**config.mk**
```make
export PLATFORM = sky130hd
export DESIGN_NAME = uart_command_rx_flat
export DESIGN_NICKNAME = d
export VERILOG_FILES = /design/src/rtl/uart_command_rx_pkg.sv /design/src/rtl/uart_command_rx_if.sv /design/src/rtl/uart_rx_byte.sv /design/src/rtl/uart_command_rx.sv /design/src/flat_wrapper.sv
export SDC_FILE = /design/constraint.sdc
export NUM_CORES = 1
export LEC_CHECK = 0
export CAP_MARGIN = 20
export CORE_MARGIN = 4
export CORE_UTILIZATION = 62
export DETAILED_ROUTE_END_ITERATION = 8
export HOLD_SLACK_MARGIN = 0.08
export PLACE_DENSITY = 0.88
export SLEW_MARGIN = 20
export SYNTH_ARGS = -nofsm -noshare
export SYNTH_HDL_FRONTEND = slang
export SYNTH_SLANG_ARGS = --single-unit
```
**constraint.sdc**
```tcl
create_clock -name clk -period 6.5 [get_ports clk]
set_input_delay 1.3 -clock clk [delete_from_list [all_inputs] [get_ports clk]]
set_output_delay 1.3 -clock clk [all_outputs]
set_load 0.02 [all_outputs]
```
**src/rtl/uart_command_rx_pkg.sv**
```systemverilog
// Shared definitions for the UART command receiver: ASCII codes used by the
// line format, byte-receiver and parser encodings, and the field count that
// is shared with the four-value monitor line format.
package uart_command_rx_pkg;

  localparam logic [7:0] ASCII_SPACE = 8'h20;
  localparam logic [7:0] ASCII_MINUS = 8'h2D;
  localparam logic [7:0] ASCII_LF    = 8'h0A;
  localparam logic [7:0] ASCII_CR    = 8'h0D;
  localparam logic [7:0] ASCII_ZERO  = 8'h30;
  localparam logic [7:0] ASCII_NINE  = 8'h39;

  // Number of values per line (same as the monitor output line).
  localparam logic [2:0] FIELD_CNT = 3'd4;

  typedef enum logic [1:0] {
    RX_IDLE  = 2'd0,
    RX_START = 2'd1,
    RX_DATA  = 2'd2,
    RX_STOP  = 2'd3
  } rx_state_e;

  typedef enum logic [2:0] {
    CH_DIGIT = 3'd0,
    CH_MINUS = 3'd1,
    CH_SPACE = 3'd2,
    CH_CR    = 3'd3,
    CH_LF    = 3'd4,
    CH_OTHER = 3'd5
  } char_class_e;

  // Map a received byte onto the token classes the parser acts on.
  function automatic char_class_e classify(input logic [7:0] b);
    char_class_e c;
    if ((b >= ASCII_ZERO) && (b <= ASCII_NINE)) c = CH_DIGIT;
    else if (b == ASCII_MINUS)                  c = CH_MINUS;
    else if (b == ASCII_SPACE)                  c = CH_SPACE;
    else if (b == ASCII_CR)                     c = CH_CR;
    else if (b == ASCII_LF)                     c = CH_LF;
    else                                        c = CH_OTHER;
    return c;
  endfunction

endpackage

```
**src/rtl/uart_command_rx_if.sv**
```systemverilog
// Result bundle of the UART command receiver: accepted-line pulse, the four
// signed field values of the last good line, and the malformed-line pulse.
interface uart_command_rx_if;

  logic               o_en;
  logic signed [15:0] o_val0;
  logic signed [15:0] o_val1;
  logic signed [15:0] o_val2;
  logic signed [15:0] o_val3;
  logic               o_err;

  modport master (output o_en, o_val0, o_val1, o_val2, o_val3, o_err);
  modport slave  (input  o_en, o_val0, o_val1, o_val2, o_val3, o_err);

endinterface

```
**src/rtl/uart_rx_byte.sv**
```systemverilog
// 8-N-1 UART byte receiver: two-flop synchronizer, falling-edge start
// detection with mid-bit start re-check, LSB-first data sampling and stop-bit
// framing check. Emits the byte with a one-cycle valid, or a one-cycle
// frame_err when the stop bit reads low.
module uart_rx_byte
  import uart_command_rx_pkg::*;
#(
  parameter logic [15:0] CLK_DIV = 16'd217
) (
  input  logic       clk,
  input  logic       rstn,
  input  logic       i_rx,
  output logic [7:0] o_byte,
  output logic       o_valid,
  output logic       o_frame_err
);

  localparam logic [15:0] HALF_M1 = (CLK_DIV >> 1) - 16'd1;
  localparam logic [15:0] FULL_M1 = CLK_DIV - 16'd1;

  logic        sync1_q, sync2_q, prev_q;
  logic [1:0]  fill_q, fill_d;
  rx_state_e   state_q, state_d;
  logic [15:0] cnt_q, cnt_d;
  logic [2:0]  bit_q, bit_d;
  logic [7:0]  sh_q, sh_d;
  logic [7:0]  byte_q, byte_d;
  logic        valid_q, valid_d;
  logic        ferr_q, ferr_d;
  logic        fall_s;

  // Synchronizer and edge-history flops; idle-high reset so no false start.
  always_ff @(posedge clk or negedge rstn) begin
    if (!rstn) begin
      sync1_q <= 1'b1;
      sync2_q <= 1'b1;
      prev_q  <= 1'b1;
      fill_q  <= 2'd0;
    end else begin
      sync1_q <= i_rx;
      sync2_q <= sync1_q;
      prev_q  <= sync2_q;
      fill_q  <= fill_d;
    end
  end

  // Start edges count only once the history holds real line samples, so a
  // line held low through reset release needs a genuine high-to-low edge.
  always_comb begin
    fill_d = (fill_q == 2'd3) ? fill_q : (fill_q + 2'd1);
    fall_s = (fill_q == 2'd3) && prev_q && !sync2_q;
  end

  // Receiver state, bit timer, shift register and output registers.
  always_ff @(posedge clk or negedge rstn) begin
    if (!rstn) begin
      state_q <= RX_IDLE;
      cnt_q   <= 16'd0;
      bit_q   <= 3'd0;
      sh_q    <= 8'd0;
      byte_q  <= 8'd0;
      valid_q <= 1'b0;
      ferr_q  <= 1'b0;
    end else begin
      state_q <= state_d;
      cnt_q   <= cnt_d;
      bit_q   <= bit_d;
      sh_q    <= sh_d;
      byte_q  <= byte_d;
      valid_q <= valid_d;
      ferr_q  <= ferr_d;
    end
  end

  // Next-state: wait for edge, confirm start at half bit, sample bits, check stop.
  always_comb begin
    state_d = state_q;
    cnt_d   = cnt_q;
    bit_d   = bit_q;
    sh_d    = sh_q;
    byte_d  = byte_q;
    valid_d = 1'b0;
    ferr_d  = 1'b0;
    case (state_q)
      RX_IDLE: begin
        cnt_d = 16'd0;
        bit_d = 3'd0;
        if (fall_s) state_d = RX_START;
        else        state_d = RX_IDLE;
      end
      RX_START: begin
        if (cnt_q == HALF_M1) begin
          cnt_d   = 16'd0;
          state_d = sync2_q ? RX_IDLE : RX_DATA;
        end else begin
          cnt_d = cnt_q + 16'd1;
        end
      end
      RX_DATA: begin
        if (cnt_q == FULL_M1) begin
          cnt_d   = 16'd0;
          sh_d    = {sync2_q, sh_q[7:1]};
          bit_d   = bit_q + 3'd1;
          state_d = (bit_q == 3'd7) ? RX_STOP : RX_DATA;
        end else begin
          cnt_d = cnt_q + 16'd1;
        end
      end
      RX_STOP: begin
        if (cnt_q == FULL_M1) begin
          cnt_d   = 16'd0;
          state_d = RX_IDLE;
          if (sync2_q) begin
            valid_d = 1'b1;
            byte_d  = sh_q;
          end else begin
            ferr_d = 1'b1;
          end
        end else begin
          cnt_d = cnt_q + 16'd1;
        end
      end
      default: state_d = RX_IDLE;
    endcase
  end

  assign o_byte      = byte_q;
  assign o_valid     = valid_q;
  assign o_frame_err = ferr_q;

endmodule

```
**src/rtl/uart_command_rx.sv**
```systemverilog
// UART command line receiver: parses "a b c d\n" lines of signed decimal
// integers into four signed 16-bit values with a one-cycle o_en pulse, or an
// o_err pulse for malformed lines.
// Optional build macro UART_CMD_RX_SAT_EN: overflowing fields clamp to
// 32767 / -32768 instead of wrapping modulo 2^16.
module uart_command_rx
  import uart_command_rx_pkg::*;
#(
  parameter logic [15:0] CLK_DIV = 16'd217
) (
  input  logic                clk,
  input  logic                rstn,
  input  logic                i_uart_rx,
  uart_command_rx_if.master   cmd
);

  logic [7:0] byte_s;
  logic       byte_valid_s;
  logic       frame_err_s;

  uart_rx_byte #(.CLK_DIV(CLK_DIV)) u_byte (
    .clk         (clk),
    .rstn        (rstn),
    .i_rx        (i_uart_rx),
    .o_byte      (byte_s),
    .o_valid     (byte_valid_s),
    .o_frame_err (frame_err_s)
  );

  logic [15:0]        acc_q, acc_d;
  logic               neg_q, neg_d;
  logic               dig_q, dig_d;
  logic [2:0]         fidx_q, fidx_d;
  logic               bad_q, bad_d;
  logic signed [15:0] stg_q [4];
  logic signed [15:0] stg_d [4];
  logic signed [15:0] val_q [4];
  logic signed [15:0] val_d [4];
  logic               en_q, en_d;
  logic               err_q, err_d;
  logic               commit_s, eol_s;
  logic [3:0]         dval_s;
  logic signed [15:0] field_val_s;
`ifdef UART_CMD_RX_SAT_EN
  logic               ovf_q, ovf_d;
  logic [20:0]        prod_s;
`else
  logic [15:0]        prod_s;
`endif

  // Line-parser state and output registers.
  always_ff @(posedge clk or negedge rstn) begin
    if (!rstn) begin
      acc_q  <= 16'd0;
      neg_q  <= 1'b0;
      dig_q  <= 1'b0;
      fidx_q <= 3'd0;
      bad_q  <= 1'b0;
      en_q   <= 1'b0;
      err_q  <= 1'b0;
      for (int i = 0; i < 4; i++) begin
        stg_q[i] <= 16'sd0;
        val_q[i] <= 16'sd0;
      end
    end else begin
      acc_q  <= acc_d;
      neg_q  <= neg_d;
      dig_q  <= dig_d;
      fidx_q <= fidx_d;
      bad_q  <= bad_d;
      en_q   <= en_d;
      err_q  <= err_d;
      stg_q  <= stg_d;
      val_q  <= val_d;
    end
  end

`ifdef UART_CMD_RX_SAT_EN
  // Sticky overflow of the field magnitude, used only for clamping.
  always_ff @(posedge clk or negedge rstn) begin
    if (!rstn) ovf_q <= 1'b0;
    else       ovf_q <= ovf_d;
  end
`endif

  // Signed value of the field being committed.
  always_comb begin
`ifdef UART_CMD_RX_SAT_EN
    if (ovf_q)      field_val_s = neg_q ? 16'sh8000 : 16'sh7FFF;
    else if (neg_q) field_val_s = 16'sd0 - $signed(acc_q);
    else            field_val_s = $signed(acc_q);
`else
    if (neg_q) field_val_s = 16'sd0 - $signed(acc_q);
    else       field_val_s = $signed(acc_q);
`endif
  end

  // Parser: consume one byte per clock, commit fields, finalize on LF.
  always_comb begin
    acc_d    = acc_q;
    neg_d    = neg_q;
    dig_d    = dig_q;
    fidx_d   = fidx_q;
    bad_d    = bad_q;
    stg_d    = stg_q;
    val_d    = val_q;
    en_d     = 1'b0;
    err_d    = 1'b0;
    commit_s = 1'b0;
    eol_s    = 1'b0;
    dval_s   = byte_s[3:0];
`ifdef UART_CMD_RX_SAT_EN
    ovf_d    = ovf_q;
    prod_s   = {5'd0, acc_q} * 21'd10 + {17'd0, dval_s};
`else
    prod_s   = acc_q * 16'd10 + {12'd0, dval_s};
`endif

    if (frame_err_s) begin
      bad_d = 1'b1;
    end else if (byte_valid_s) begin
      case (classify(byte_s))
        CH_DIGIT: begin
          acc_d = prod_s[15:0];
          dig_d = 1'b1;
`ifdef UART_CMD_RX_SAT_EN
          if (prod_s > (neg_q ? 21'd32768 : 21'd32767)) ovf_d = 1'b1;
          else                                          ovf_d = ovf_q;
`endif
        end
        CH_MINUS: begin
          if (!dig_q && !neg_q) neg_d = 1'b1;
          else                  bad_d = 1'b1;
        end
        CH_SPACE: begin
          if (dig_q)      commit_s = 1'b1;
          else if (neg_q) bad_d    = 1'b1;
          else            bad_d    = bad_q;
        end
        CH_LF: begin
          eol_s = 1'b1;
          if (dig_q)      commit_s = 1'b1;
          else if (neg_q) bad_d    = 1'b1;
          else            bad_d    = bad_q;
        end
        CH_CR:   bad_d = bad_q;
        default: bad_d = 1'b1;
      endcase
    end else begin
      bad_d = bad_q;
    end

    if (commit_s) begin
      if (fidx_q == FIELD_CNT) begin
        bad_d = 1'b1;
      end else begin
        stg_d[fidx_q[1:0]] = field_val_s;
        fidx_d             = fidx_q + 3'd1;
      end
      acc_d = 16'd0;
      neg_d = 1'b0;
      dig_d = 1'b0;
`ifdef UART_CMD_RX_SAT_EN
      ovf_d = 1'b0;
`endif
    end else begin
      fidx_d = fidx_d;
    end

    if (eol_s) begin
      if (!bad_d && (fidx_d == FIELD_CNT)) begin
        en_d  = 1'b1;
        val_d = stg_d;
      end else begin
        err_d = 1'b1;
      end
      acc_d  = 16'd0;
      neg_d  = 1'b0;
      dig_d  = 1'b0;
      fidx_d = 3'd0;
      bad_d  = 1'b0;
`ifdef UART_CMD_RX_SAT_EN
      ovf_d  = 1'b0;
`endif
    end else begin
      err_d = 1'b0;
    end
  end

  assign cmd.o_en   = en_q;
  assign cmd.o_err  = err_q;
  assign cmd.o_val0 = val_q[0];
  assign cmd.o_val1 = val_q[1];
  assign cmd.o_val2 = val_q[2];
  assign cmd.o_val3 = val_q[3];

endmodule

```
**src/flat_wrapper.sv**
```systemverilog
// flat-port wrapper written by rule: the top's interface ports become plain ports
module uart_command_rx_flat import uart_command_rx_pkg::*;
#(
  parameter logic [15:0] CLK_DIV = 16'd217
)
  (clk, rstn, i_uart_rx, cmd_o_en, cmd_o_val0, cmd_o_val1, cmd_o_val2, cmd_o_val3, cmd_o_err);
  uart_command_rx_if cmd_i ();
  input  logic clk;
  input  logic rstn;
  input  logic i_uart_rx;
  output wire logic [$bits(cmd_i.o_en)-1:0] cmd_o_en;
  output wire logic [$bits(cmd_i.o_val0)-1:0] cmd_o_val0;
  output wire logic [$bits(cmd_i.o_val1)-1:0] cmd_o_val1;
  output wire logic [$bits(cmd_i.o_val2)-1:0] cmd_o_val2;
  output wire logic [$bits(cmd_i.o_val3)-1:0] cmd_o_val3;
  output wire logic [$bits(cmd_i.o_err)-1:0] cmd_o_err;
  assign cmd_o_en = cmd_i.o_en;
  assign cmd_o_val0 = cmd_i.o_val0;
  assign cmd_o_val1 = cmd_i.o_val1;
  assign cmd_o_val2 = cmd_i.o_val2;
  assign cmd_o_val3 = cmd_i.o_val3;
  assign cmd_o_err = cmd_i.o_err;
  uart_command_rx #(.CLK_DIV(CLK_DIV)) u_core (.clk(clk), .rstn(rstn), .i_uart_rx(i_uart_rx), .cmd(cmd_i));
endmodule
```
==> Yosys cells after proc, flatten, opt, wreduce, memory -nomap -nowiden <==
Index checks and enable logic that the tools add are counted.
{ "classes": {"bitwise": 1, "n_mul": 1, "n_eq_ne": 21, "order_cmp": 4, "n_reduce_logical": 27, "add_sub_neg": 6, "muxes": 70} }
{ "ops": {"columns": ["op", "count"], "rows": [
  ["16-bit 2-to-1 mux", 9],
  ["64-bit 2-to-1 mux", 2],
  ["64-bit bitwise mux", 1],
  ["16-bit case mux with 3 select lines", 1],
  ["1-bit 2-to-1 mux", 39],
  ["16-bit demux with 2-bit select", 1],
  ["3-bit 2-to-1 mux", 10],
  ["16-bit by 1-bit adder with 16-bit output, second input constant", 1],
  ["16-bit by 4-bit adder with 16-bit output", 1],
  ["16-bit by 7-bit equality test with 1-bit output, second input constant", 1],
  ["16-bit by 8-bit equality test with 1-bit output, second input constant", 1],
  ["8-bit by 4-bit equality test with 1-bit output, second input constant", 2],
  ["8-bit by 6-bit equality test with 1-bit output, second input constant", 2],
  ["16-bit by 3-bit multiplier with 15-bit output, second input constant", 1],
  ["1-bit by 16-bit subtractor with 16-bit output, first input constant", 1],
  ["3-bit equality test, second input constant", 4],
  ["3-bit nonzero test", 4],
  ["3-bit AND reduction", 3],
  ["8-bit by 6-bit >= comparator with 1-bit output, second input constant", 1],
  ["8-bit by 6-bit <= comparator with 1-bit output, second input constant", 1],
  ["2-bit 2-to-1 mux", 4],
  ["2-bit case mux with 4 select lines", 1],
  ["3-bit by 1-bit adder with 3-bit output, second input constant", 2],
  ["2-bit equality test, second input constant", 3],
  ["other kinds (19)", 34]
]} }
{ "totals": {"in_bits": 3, "output_inout_bits": 66, "word_cells": 156, "reg_bits": 196} }

==> Logic depth before layout (Yosys ltp) <==
{ "logic_depth": {"ltp_word": 19, "mapped_depth": 11, "depth_no_buf": 10} }

==> Hierarchy <==
Synthesis repeated with hierarchy kept, for this count alone.
{ "hier_totals": {"cells_unflattened": 740, "hier_area_um2": 9283.9} }
{ "modules_own_cells": {"columns": ["module", "area_per_inst_um2", "cells_each", "seq_area_each_um2", "n_inst"], "rows": [
  ["uart_command_rx", 7240.7, 571, 3803.6, 1],
  ["uart_rx_byte", 2043.2, 169, 1104.8, 1]
]} }

==> Worst setup path after synthesis <==
OpenSTA, ideal clock, no wires.
{ "synth_timing": {"path_kind": "register to register", "start": "register u_core.acc_q[1]", "end": "register u_core.acc_q[14]", "synth_period_minus_slack_ps": 3118, "path_slack_ps": 3382, "arrival_time_ps": 2989, "stages_incl_launch_ff": 11, "path_cell_list": "dfrtp_1 -> ha_1 -> ha_1 -> fa_1 -> a211o_1 -> a2111o_1 -> o311ai_0 -> nand3_1 -> nor4b_1 -> xnor2_1 -> o21ai_1"} }
{ "synth_via": {"elab_chain_len": 7} }
{ "synth_rtl": {"columns": ["item", "line_no", "source"], "rows": [
  ["start, declared", "uart_command_rx.sv:30", "logic [15:0] acc_q, acc_d;"],
  ["start signal, assigned", "uart_command_rx.sv:54", "acc_q <= 16'd0;"],
  ["start signal, assigned", "uart_command_rx.sv:66", "acc_q <= acc_d;"],
  ["16-bit by 3-bit multiplier with 15-bit output", "uart_command_rx.sv:116", "prod_s = acc_q * 16'd10 + {12'd0, dval_s};"],
  ["16-bit by 4-bit adder with 16-bit output", "uart_command_rx.sv:116", null],
  ["16-bit 2-to-1 mux", "uart_command_rx.sv:122", "case (classify(byte_s))"],
  ["16-bit 2-to-1 mux", "uart_command_rx.sv:121", "end else if (byte_valid_s) begin"],
  ["16-bit 2-to-1 mux", "uart_command_rx.sv:119", "if (frame_err_s) begin"],
  ["16-bit 2-to-1 mux", "uart_command_rx.sv:153", "if (commit_s) begin"],
  ["16-bit 2-to-1 mux", "uart_command_rx.sv:170", "if (eol_s) begin"]
]} }
No other way between the ends. The select of a mux whose other input is x is not followed.
A chain may end at the register's enable or synchronous reset.

==> Final worst setup path <==
Same ends and word-level chain as after synthesis.

==> run_summary.xml <==
<?xml version="1.0" encoding="UTF-8"?>
<metrics>
  <group name="setup_path">
    <metric name="critical_path.cell_chain" unit="">ha_1, ha_1, fa_1, a211o_1, a2111o_1, o311ai_0, nand3_1, nor4b_1, xnor2_1, o21ai_1</metric>
    <metric name="slowest_stage_delay_cp" unit="ns">0.47</metric>
    <metric name="setup.worst_path.start" unit="">u_core.acc_q[1]</metric>
    <metric name="cp_data_arrival_time" unit="ns">3.75</metric>
    <metric name="worstPathBufferInverterCount" unit="">0</metric>
    <metric name="critical_path_required" unit="ns">6.80</metric>
    <metric name="worst-setup-path-type" unit="">flip-flop to flip-flop</metric>
    <metric name="regToRegStartpoint" unit="">u_core.acc_q[1]</metric>
    <metric name="path_delay_family" unit="">compound AO/OA/AOI/OAI gates</metric>
    <metric name="crit_top_cell" unit="">ha_1</metric>
    <metric name="worst_path_max_delay_cell" unit="">dfrtp_1</metric>
    <metric name="endpoint_kind" unit="">flip-flop</metric>
    <metric name="cp-start-kind" unit="">flip-flop</metric>
    <metric name="critPathMaxFanout" unit="">7</metric>
  </group>
  <group name="floorplan">
    <metric name="fp.dieArea" unit="um2">16900</metric>
    <metric name="io_pins" unit="">69</metric>
    <metric name="placementRows" unit="">44</metric>
    <metric name="die_height" unit="um">130</metric>
    <metric name="placeableCoreArea" unit="um2">14500</metric>
    <metric name="die-width" unit="um">130</metric>
    <metric name="floorplan.initialDensity" unit="%">63.5</metric>
  </group>
  <group name="finish">
    <metric name="most_frequent_cells_in_the_layout" unit="">dfrtp_1 (193), nand2_1 (110), o21ai_0 (93)</metric>
    <metric name="syn2layout_area_growth" unit="%">14.8</metric>
    <metric name="fillerInstances" unit="">925</metric>
    <metric name="final_common_cell" unit="">dfrtp_1</metric>
    <metric name="area.sequential" unit="um2">4910</metric>
    <metric name="num_antenna_cells" unit="">0</metric>
    <metric name="multi_input_area" unit="um2">4080</metric>
    <metric name="drive_gt1_share" unit="%">13.5</metric>
    <metric name="finish.net_count" unit="">906</metric>
  </group>
  <group name="route">
    <metric name="drt_pre_antenna_iters" unit="">5</metric>
    <metric name="detail_route.wirelength" unit="um">20400</metric>
    <metric name="drt.antenna.violating_nets" unit="">0</metric>
    <metric name="drcViolationCount" unit="">0</metric>
    <metric name="routedWlPerCell" unit="um">19.2</metric>
    <metric name="detail_route.iter0.violations" unit="">483</metric>
    <metric name="avgViaCountPerCell" unit="">6.06</metric>
    <metric name="total_via_count_after_detailed_routing" unit="">6426</metric>
  </group>
  <group name="clock_network">
    <metric name="cts_root_buffer" unit="">clkbuf_16</metric>
    <metric name="clock_sinks" unit="">196</metric>
    <metric name="clk_latency" unit="ns">0.44</metric>
    <metric name="cts.clk_slew.worst_paths" unit="ns">0.07</metric>
    <metric name="number_of_buffers_created_by_cts" unit="">17</metric>
    <metric name="post_cts.resized_instances" unit="">0</metric>
    <metric name="cts.repair_timing.setup_buffer_count" unit="">0</metric>
    <metric name="clockBufferDepth" unit="">2</metric>
    <metric name="tritoncts" unit="">yes</metric>
    <metric name="htree_num_levels" unit="">4</metric>
    <metric name="cts_hold_buffers" unit="">0</metric>
  </group>
  <group name="placed_design">
    <metric name="buffer_ports.inserted" unit="">68</metric>
    <metric name="dp_hpwl" unit="um">13300</metric>
    <metric name="final_wtd_congestion" unit="">0.900</metric>
  </group>
  <group name="grt">
    <metric name="grt-busiest-layer" unit="">met2</metric>
    <metric name="gr-total-overflow" unit="">0</metric>
    <metric name="globalRouteMet3Util" unit="%">5.28</metric>
    <metric name="grt_pass1_wl" unit="um">33500</metric>
    <metric name="gr-usage-all-layers" unit="%">25.5</metric>
    <metric name="use_met1" unit="%">33.6</metric>
    <metric name="antenna_found_initial" unit="">0</metric>
    <metric name="gr-usage-met2" unit="%">41.6</metric>
    <metric name="grt_pass1_vias" unit="">6480</metric>
    <metric name="grt_max_degree" unit="">129</metric>
  </group>
  <group name="synth">
    <metric name="post_synth.cell_area_avg" unit="um2">11.5</metric>
    <metric name="synth_enable_flop_cells" unit="">0</metric>
    <metric name="synthDominantCellAreaShare" unit="%">52.3</metric>
    <metric name="post_synth_main_area_contributors" unit="">dfrtp_1 (52%), mux2_4 (8.5%), o21ai_0 (5.0%)</metric>
    <metric name="synth_largest_area_cell" unit="">dfrtp_1</metric>
    <metric name="synth_cell_type_count" unit="">60</metric>
    <metric name="syn-instance-count" unit="">805</metric>
    <metric name="ys.flop_type" unit="">dfrtp_1</metric>
    <metric name="postSynthNetCount" unit="">846</metric>
    <metric name="async_reset_ff_share" unit="%">100</metric>
    <metric name="synth-warning-count" unit="">0</metric>
    <metric name="ys_ff_latch" unit="">196</metric>
    <metric name="synth.cell_area" unit="um2">9230</metric>
    <metric name="yosysSeqAreaShare" unit="%">53.2</metric>
  </group>
  <group name="sta">
    <metric name="grt_setup_unrepaired" unit="">false</metric>
    <metric name="worst_pin_slew" unit="ns">1.09</metric>
    <metric name="timing_hold_violations_final" unit="">0</metric>
    <metric name="fmax" unit="MHz">291</metric>
    <metric name="timing_max_transition_violations_final" unit="">0</metric>
    <metric name="holdWs" unit="ns">0.358</metric>
    <metric name="report.final.setup_viol" unit="">0</metric>
    <metric name="setup_tns" unit="ns">0</metric>
    <metric name="min_period" unit="ns">3.44</metric>
    <metric name="slew_margin_rel" unit="%">27.0</metric>
    <metric name="post-route-period-util" unit="%">52.9</metric>
    <metric name="finalClockSkew" unit="ns">0.0134</metric>
  </group>
  <group name="pwr">
    <metric name="vdd_drop_max" unit="mV">0.223</metric>
    <metric name="p_per_area" unit="nW/um2">226</metric>
    <metric name="power.static_leakage" unit="nW">5.11</metric>
  </group>
  <group name="flow_run">
    <metric name="cap_viol_max_count" unit="">0</metric>
  </group>
  <group name="run_status">
    <metric name="outcome" unit="">completed</metric>
  </group>
  <group name="hold_path">
    <metric name="holdCritPathClass" unit="">flip-flop to flip-flop</metric>
    <metric name="hold_path.startpoint" unit="">u_core.u_byte.sync1_q</metric>
  </group>
</metrics>
-- cells by family after synthesis --
| kind of cell | count (synthesis) | synth area share [%] |
|---|---|---|
| AND/OR/NAND/NOR | 229 | 11.4 |
| AO/OA/AOI/OAI | 165 | 10.9 |
| multiplexers | 83 | 12.2 |
| buffers and inverters | 48 | 2.63 |
| flip-flops | 196 | 53.2 |
| XOR/XNOR | 46 | 4.37 |
| adder cells (fa/ha/maj) | 38 | 5.31 |
-- final cells by class --
type	instances	area share, %
Multi-Input combinational cell	561	38.5
Inverter	17	0.602
Sequential cell	196	46.3
Timing Repair Buffer	72	6.74
Clock inverter	11	1.33
Clock buffer	19	4.27
Tap cell	184	2.17
-- cell usage after synthesis (all sizes together) (4+ instances only) --
cell    instances
inv            17
o31ai           7
xnor2          21
nand4           8
o21ai          96
a22o           10
or4             6
nand2         111
nor2           47
nand3           8
a211oi          4
and3            6
mux2           80
buf            11
xor2           25
a21oi          18
clkbuf         20
dfrtp         193
or3             4
nor4            6
ha             36
nand4b          6
nor3            7
nand2b          4
nor2b           5
-- power breakdown --
part	switching [mW]	total, mW	internal, mW
Clock	0.465	1.06	0.593
Combinational	0.0538	0.0786	0.0249
Sequential	0.0193	1.25	1.24
Total	0.538	2.39	1.85
-- stage by stage --
step	std cells	power [mW]	util, %	instance area (um2)	setup slack (ns)
CTS	1060	2.40	72.9	10600	3.09
detailed placement	1030	1.36	68.8	10000	3.11
global route	1060	2.48	72.9	10600	2.85
finish	1060	2.39	72.9	10600	3.06
floorplan	805	1.32	-	9230	3.38
global placement	1029	1.35	68.7	9990	3.18
-- worst paths after layout --
kind / to / slack (ns) / depth (start not counted)
worst max-delay path: u_core.acc_q[14] / 3.06 / 10
worst min-delay path: u_core.u_byte.sync2_q / 0.36 / 0
worst max register to register: u_core.acc_q[14] / 3.06 / 10
worst min register to register: u_core.u_byte.sync2_q / 0.36 / 0
max in group asynchronous: u_core.cmd.o_val2[1] / 4.06 / 2
min in group asynchronous: u_core.cmd.o_val3[12] / 1.02 / 1
-- layer usage --
metal	vias to the layer above	share of wire (%)	wire length (um)
met3	46	4.8	976
met4	0	2.6	535
met2	205	51	10400
li1	2953	-	-
met5	-	0	0
met1	3222	42	8510
-- flip-flops by register name, indices dropped and copies added, names as in the netlist, named ones only --
register                   cells
u_core.cmd.o_en                1
u_core.cmd.o_err               1
u_core.u_byte.prev_q           1
u_core.u_byte.o_byte           8
u_core.cmd.o_val2             16
u_core.neg_q                   1
u_core.stg_q                  64
u_core.acc_q                  16
u_core.dig_q                   1
u_core.u_byte.sync2_q          1
u_core.u_byte.sync1_q          1
u_core.cmd.o_val1             16
u_core.u_byte.o_valid          1
u_core.u_byte.o_frame_err      1
u_core.fidx_q                  3
u_core.bad_q                   1
u_core.cmd.o_val3             16
u_core.u_byte.sh_q             8
u_core.u_byte.bit_q            3
u_core.u_byte.state_q          1
u_core.u_byte.cnt_q           16
u_core.cmd.o_val0             16
u_core.u_byte.fill_q           2
Note: power is estimated with default switching activity, not from simulation.
